## config.mk

```make
export PLATFORM = sky130hd
export DESIGN_NAME = sargantana_icache_refill
export DESIGN_NICKNAME = d
export VERILOG_FILES = /design/src/rtl/sargantana_icache_refill.sv
export SDC_FILE = /design/constraint.sdc
export NUM_CORES = 1
export LEC_CHECK = 0
export BUFFER_PORTS_ARGS = -buffer_cell sky130_fd_sc_hd__buf_4
export CORE_AREA = 10 10 149 151
export CTS_BUF_LIST = sky130_fd_sc_hd__clkbuf_8
export DETAILED_ROUTE_END_ITERATION = 10
export DIE_AREA = 0 0 159 161
export GPL_ROUTABILITY_DRIVEN = 1
export PLACE_DENSITY = 0.95
export SYNTH_ARGS = -nofsm -noshare
export SYNTH_HDL_FRONTEND = slang
export SYNTH_SLANG_ARGS = --single-unit
```

## constraint.sdc

```tcl
create_clock -name clk_i -period 21.3 [get_ports clk_i]
set_input_delay 2.13 -clock clk_i [delete_from_list [all_inputs] [get_ports clk_i]]
set_output_delay 2.13 -clock clk_i [all_outputs]
set_load 0.02 [all_outputs]
```

## src/rtl/sargantana_icache_refill.sv

```systemverilog
// rtl/sargantana_icache_refill.sv - instruction cache line refill controller
// Accepts a miss, fetches the line beat by beat, picks a victim way and writes the data memory.
module sargantana_icache_refill #(
  parameter int ICACHE_N_WAY = 4,
  parameter int SET_WIDHT    = 256,
  parameter int ADDR_WIDHT   = 6,
  parameter int BEAT_WIDTH   = 64
) (
  input  logic                            clk_i,
  input  logic                            rst_i,
  input  logic                            miss_valid_i,
  output logic                            miss_ready_o,
  input  logic [ADDR_WIDHT-1:0]           miss_idx_i,
  input  logic [ICACHE_N_WAY-1:0]         valid_bits_i,
  input  logic                            flush_i,
  output logic                            mem_req_valid_o,
  input  logic                            mem_req_ready_i,
  output logic [ADDR_WIDHT-1:0]           mem_req_idx_o,
  input  logic                            mem_rsp_valid_i,
  input  logic [BEAT_WIDTH-1:0]           mem_rsp_data_i,
  output logic [ICACHE_N_WAY-1:0]         req_o,
  output logic                            we_o,
  output logic [ADDR_WIDHT-1:0]           addr_o,
  output logic [SET_WIDHT-1:0]            data_o,
  output logic                            done_o,
  output logic [$clog2(ICACHE_N_WAY)-1:0] done_way_o,
  output logic                            busy_o
);

  localparam int N_BEATS = SET_WIDHT / BEAT_WIDTH;
  localparam int CW      = (N_BEATS > 1) ? $clog2(N_BEATS) : 1;
  localparam int WW      = $clog2(ICACHE_N_WAY);

  typedef enum logic [1:0] {IDLE, REQ, FILL, WRITE} state_t;

  state_t                 state_q, state_d;
  logic [SET_WIDHT-1:0]   line_q;
  logic [ADDR_WIDHT-1:0]  idx_q;
  logic [CW-1:0]          beat_q;
  logic                   drop_q;
  logic [WW-1:0]          rr_q;
  logic [WW-1:0]          victim_q;

  logic                   accept;
  logic                   handshake;
  logic                   last_beat;
  logic                   all_valid;
  logic [WW-1:0]          inv_way;
  logic [WW-1:0]          victim_d;

  assign accept    = (state_q == IDLE) && miss_valid_i && !flush_i;
  assign handshake = (state_q == REQ) && mem_req_ready_i;
  assign last_beat = (state_q == FILL) && mem_rsp_valid_i && (beat_q == CW'(N_BEATS - 1));

  // Scan downwards so the lowest-index invalid way wins.
  always_comb begin
    all_valid = 1'b1;
    inv_way   = '0;
    for (int i = ICACHE_N_WAY - 1; i >= 0; i--) begin
      if (!valid_bits_i[i]) begin
        all_valid = 1'b0;
        inv_way   = WW'(i);
      end
    end
    victim_d = all_valid ? rr_q : inv_way;
  end

  always_ff @(posedge clk_i or posedge rst_i) begin
    if (rst_i) begin
      state_q <= IDLE;
    end else begin
      state_q <= state_d;
    end
  end

  always_comb begin
    state_d         = state_q;
    miss_ready_o    = 1'b0;
    mem_req_valid_o = 1'b0;
    req_o           = '0;
    we_o            = 1'b0;
    done_o          = 1'b0;
    done_way_o      = '0;
    busy_o          = (state_q != IDLE);
    case (state_q)
      IDLE: begin
        miss_ready_o = 1'b1;
        if (accept) state_d = REQ;
      end
      REQ: begin
        mem_req_valid_o = 1'b1;
        if (handshake)    state_d = FILL;
        else if (flush_i) state_d = IDLE;
      end
      FILL: begin
        // A flush arriving with the final beat must also suppress the write.
        if (last_beat) state_d = (drop_q || flush_i) ? IDLE : WRITE;
      end
      WRITE: begin
        req_o[victim_q] = 1'b1;
        we_o            = 1'b1;
        done_o          = 1'b1;
        done_way_o      = victim_q;
        state_d         = IDLE;
      end
      default: state_d = IDLE;
    endcase
  end

  always_ff @(posedge clk_i or posedge rst_i) begin
    if (rst_i) begin
      line_q   <= '0;
      idx_q    <= '0;
      beat_q   <= '0;
      drop_q   <= 1'b0;
      rr_q     <= '0;
      victim_q <= '0;
    end else begin
      if (accept) begin
        idx_q    <= miss_idx_i;
        victim_q <= victim_d;
        beat_q   <= '0;
        drop_q   <= 1'b0;
        if (all_valid) rr_q <= rr_q + 1'b1;
      end
      if ((handshake || state_q == FILL) && flush_i) drop_q <= 1'b1;
      if (state_q == FILL && mem_rsp_valid_i) begin
        line_q[beat_q*BEAT_WIDTH +: BEAT_WIDTH] <= mem_rsp_data_i;
        beat_q                                  <= beat_q + 1'b1;
      end
    end
  end

  assign mem_req_idx_o = idx_q;
  assign addr_o        = idx_q;
  assign data_o        = line_q;

endmodule

```

=== Word level (Yosys, flattened, before mapping) ===
Index checks and enable logic that the tools add are counted.

* Add/sub/neg operators: 3
* Multiplexer cells: 27
* Magnitude comparators: 2
* Reductions and logical operators: 16
* Equality and inequality tests: 7
* Shifts and indexed selects: 2

{| class="wikitable"
|+ Operators by type and width
! kind !! number
|-
| $bwmux 256 || 1
|-
| $shift 64x34->256 const A || 1
|-
| $shiftx 64x34->256 || 1
|-
| $neg 8->34 || 1
|-
| $mux 2 || 13
|-
| $mux 1 || 10
|-
| $pmux 2 s4 || 1
|-
| $logic_and 1x1->1 || 7
|-
| $eq 2x2->1 const B || 3
|-
| $reduce_bool 2->1 || 3
|-
| $add 2x1->2 const B || 2
|-
| $mux 4 || 1
|-
| $ne 2x2->1 const B || 2
|-
| $lt 2x3->1 const B || 1
|-
| $ne 3x3->1 const B || 1
|-
| $reduce_and 3->1 || 1
|-
| $demux 1 s2 || 1
|-
| $eq 2x1->1 const B || 1
|-
| $ge 2x1->1 const B || 1
|-
| $logic_not 2->1 || 1
|-
| $logic_or 1x1->1 || 2
|-
| $reduce_and 2->1 || 1
|-
| $logic_not 1->1 || 1
|}

* Logic and storage cells: 64
* Output and inout bits: 279
* Bits of input ports: 80
* Flip-flop bits (word level): 271

=== Longest topological paths before layout ===
* Depth in word-level cells: 5
* Mapped depth: 8
* Depth with buffers taken out: 5

=== Worst setup path before layout ===
OpenSTA, ideal clock, no wires.

* Path kind: register to output
* Start: reg state_q[1]
* End: out req_o[2]
* Data required time: 19.170 ns
* Buffers on the path: 1
* Setup slack: 17.788 ns
* Data arrival time: 1.382 ns
* Stages on the path, launching flop included: 4
* Path through: dfrtp_1 -> clkbuf_1 -> and3_1 -> nor2b_1

* Longest elaborated chain between the ends: 2

{| class="wikitable"
|+ RTL lines
! element !! line !! text
|-
| start: declaration || 36 || <nowiki>state_t state_q, state_d;</nowiki>
|-
| start signal: assignment || 72 || <nowiki>state_q <= state_d;</nowiki>
|-
| $eq 2x2->1 || 85 || <nowiki>case (state_q)</nowiki>
|-
| $mux 4 || 85 ||
|-
| end: declaration || 21 || <nowiki>output logic [ICACHE_N_WAY-1:0] req_o,</nowiki>
|}

Every way passes these cells.

==> metrics.yaml <==
clock_latency_ps: 550
first_pass_iters: 5
synthArstFlopShare: 1.00
synth_edf_count: 0
final_cell_mix: "buf_4, nand2_1, dfrtp_1"
arrival_ps: 4690
cts_resized: 0
wl_per_cell_um: 21.6
cts_tree: "done"
area_growth_pct: 35.1
ir_worst_vdd_v: 0.0000863
cts-root-buf: "clkbuf_8"
setup_viol: 0
p_comb_frac: 0.328
synth-compound-area-share: 0.175
power.clock.fraction: 0.264
wl_um: 34000
synthAdderAreaFrac: 0.00601
cp_max_fo: 110
hold_viol: 0
power_density_nw_per_um2: 119
start_util: 0.542
antenna_found_initial: 0
grt_max_degree: 111
grt.total_usage: 0.257
clockBufferDepth: 3
drc: 0
maxSlewViolCount: 0
dieArea_um2: 25600
clk_pin_slew_ps: 60
synthSimpleGateAreaFrac: 0.125
grt_pass1_vias: 9344
synth.distinct_cells: 37
critPathLaunchType: "input pin"
drive_gt1_frac: 0.340
syn_area_um2: 10400
cts_buffers: 43
fmax_mhz: 240
hold_buffers: 0
place_area_um2: 13200
cts_sinks: 271
synthMuxAreaShare: 0.00108
placed_cells: 1501
maxCapViolCount: 0
final_util: 0.733
stdcell_count: 1578
rsz0062_at_grt: "false"
skew_ps: 23.1
post-cts-setup-buffers: 0
min_period_ps: 4170
worstPathRequired_ps: 21820
htreeDepth: 2
status: "complete, no violations"
swShare: 0.367
grt_first_pass_wirelength_um: 53400
rows: 51
ys_ff_latch: 271
synthCells: 943
synth.avg_cell_area_um2: 11.0
finalCritPeriodShare: 0.196
postLayoutCellArea_um2: 14100
dr_total_vias: 8959
nNetsFinal: 1366
core_area_um2: 19200
place_hpwl_um: 23400
synth-xor-area-share: 0.00168
synth_top_family_by_area: "compound AO/OA/AOI/OAI gates"
io_pins: 359
fp.dieW_um: 159
die_h_um: 161
first_iter_violations: 631
p_leak_nw: 7.27
hold_class: "reg -> reg"
synth_ff_type: "dfrtp_1"
final_common_cell: "buf_4"
vias_per_cell: 5.68
worst-slew-pin-transition_ps: 1130
yosysWarnings: 0
timing.slew.headroom: 0.246
power.switching_mw: 0.617
tns_ps: 0
setup.worst_path.end_class: "asynchronous set/reset pin"
ant_nets: 0
ys_seq_area_frac: 0.651
numPortBuffers: 358
p_int_mw: 1.06
pwr-share-seq: 0.407
grt_remaining_overflow: 0
syn_nets: 1028
path_class: "in -> async"
place_congestion: 0.830
insertedDiodeCount: 0
[flip-flops by register name (all words and copies together) (netlist names)]
signal,cells
victim_q,2
rr_q,2
addr_o,6
drop_q,1
state_q,2
data_o,256
beat_q,2
[power groups by stage]
stage	sequential [mW]	combinational [mW]	clock, mW
final	0.684	0.551	0.444
after global routing	0.695	0.592	0.475
after CTS	0.683	0.556	0.451
after detailed placement	0.689	0.553	0
after global placement	0.682	0.533	0
after floorplan	0.790	0.186	0
[worst paths after layout]
path / startpoint / endpoint / slack, ps / cells after the start
max in group clk_i: state_q[1] / req_o[0] / 17440 / 3
setup / recovery: rst_i / data_o[217] / 17130 / 4
min in group asynchronous: rst_i / data_o[41] / 1690 / 2
hold reg to reg: rr_q[1] / rr_q[1] / 480 / 1
hold / removal: rr_q[1] / rr_q[1] / 480 / 1
setup reg to reg: beat_q[0] / data_o[203] / 18370 / 5
[final cells by class]
| cell class | count | area [um2] |
|---|---|---|
| clock buffer | 54 | 743 |
| clock inverter | 23 | 135 |
| fill | 1215 | 5130 |
| inverter | 5 | 26.3 |
| multi-input combinational | 587 | 3260 |
| sequential | 271 | 6780 |
| tap | 265 | 332 |
| timing repair buffer | 373 | 2800 |
[kinds of logic (layout without fill, tap and decap cells)]
family / Yosys count / count (layout)
and+or+nand+nor: 314 / 314
xor gates and xnor gates: 2 / 2
DFF: 271 / 271
adders and majority gates: 5 / 5
muxes: 1 / 1
buffers and inverters: 85 / 455
AOI/OAI and AO/OA: 265 / 265
[layer usage]
| metal | vias up | part of all wire | GRT usage |
|---|---|---|---|
| li1 | 3907 | - | - |
| met1 | 4410 | 0.37 | 0.298 |
| met2 | 533 | 0.49 | 0.426 |
| met3 | 109 | 0.093 | 0.0773 |
| met4 | 0 | 0.049 | 0.129 |
| met5 | - | 0 | 0 |
[critical path, stage by stage]
cell and delay, ps:
buf_4 130, inv_8 480, buf_4 920, buf_4 890
[stage by stage]
stage	hold WS (ps)	worst slack, ps	power [mW]
final	479	17130	1.68
after floorplan	446	11700	0.976
after global placement	462	16500	1.21
after CTS	478	17040	1.69
after global routing	490	16740	1.76
after detailed placement	464	16470	1.24
[synth_stat cells, drive strengths merged (2+ instances only)]
master | instances | area share
o21ai | 129 | 0.062
nand2b | 4 | 0.0024
nor4bb | 2 | 0.0019
nor2b | 3 | 0.0018
inv | 5 | 0.0018
clkbuf | 41 | 0.015
nor3 | 3 | 0.0014
ha | 5 | 0.0060
a22o | 129 | 0.11
nor4b | 2 | 0.0017
nand2 | 283 | 0.10
dfrtp | 271 | 0.65
nand4b | 4 | 0.0040
a21oi | 2 | 0.00096
buf | 39 | 0.024
and3 | 2 | 0.0012
nor2 | 3 | 0.0011
xnor2 | 2 | 0.0017
Power figures use the tool's default switching activity.
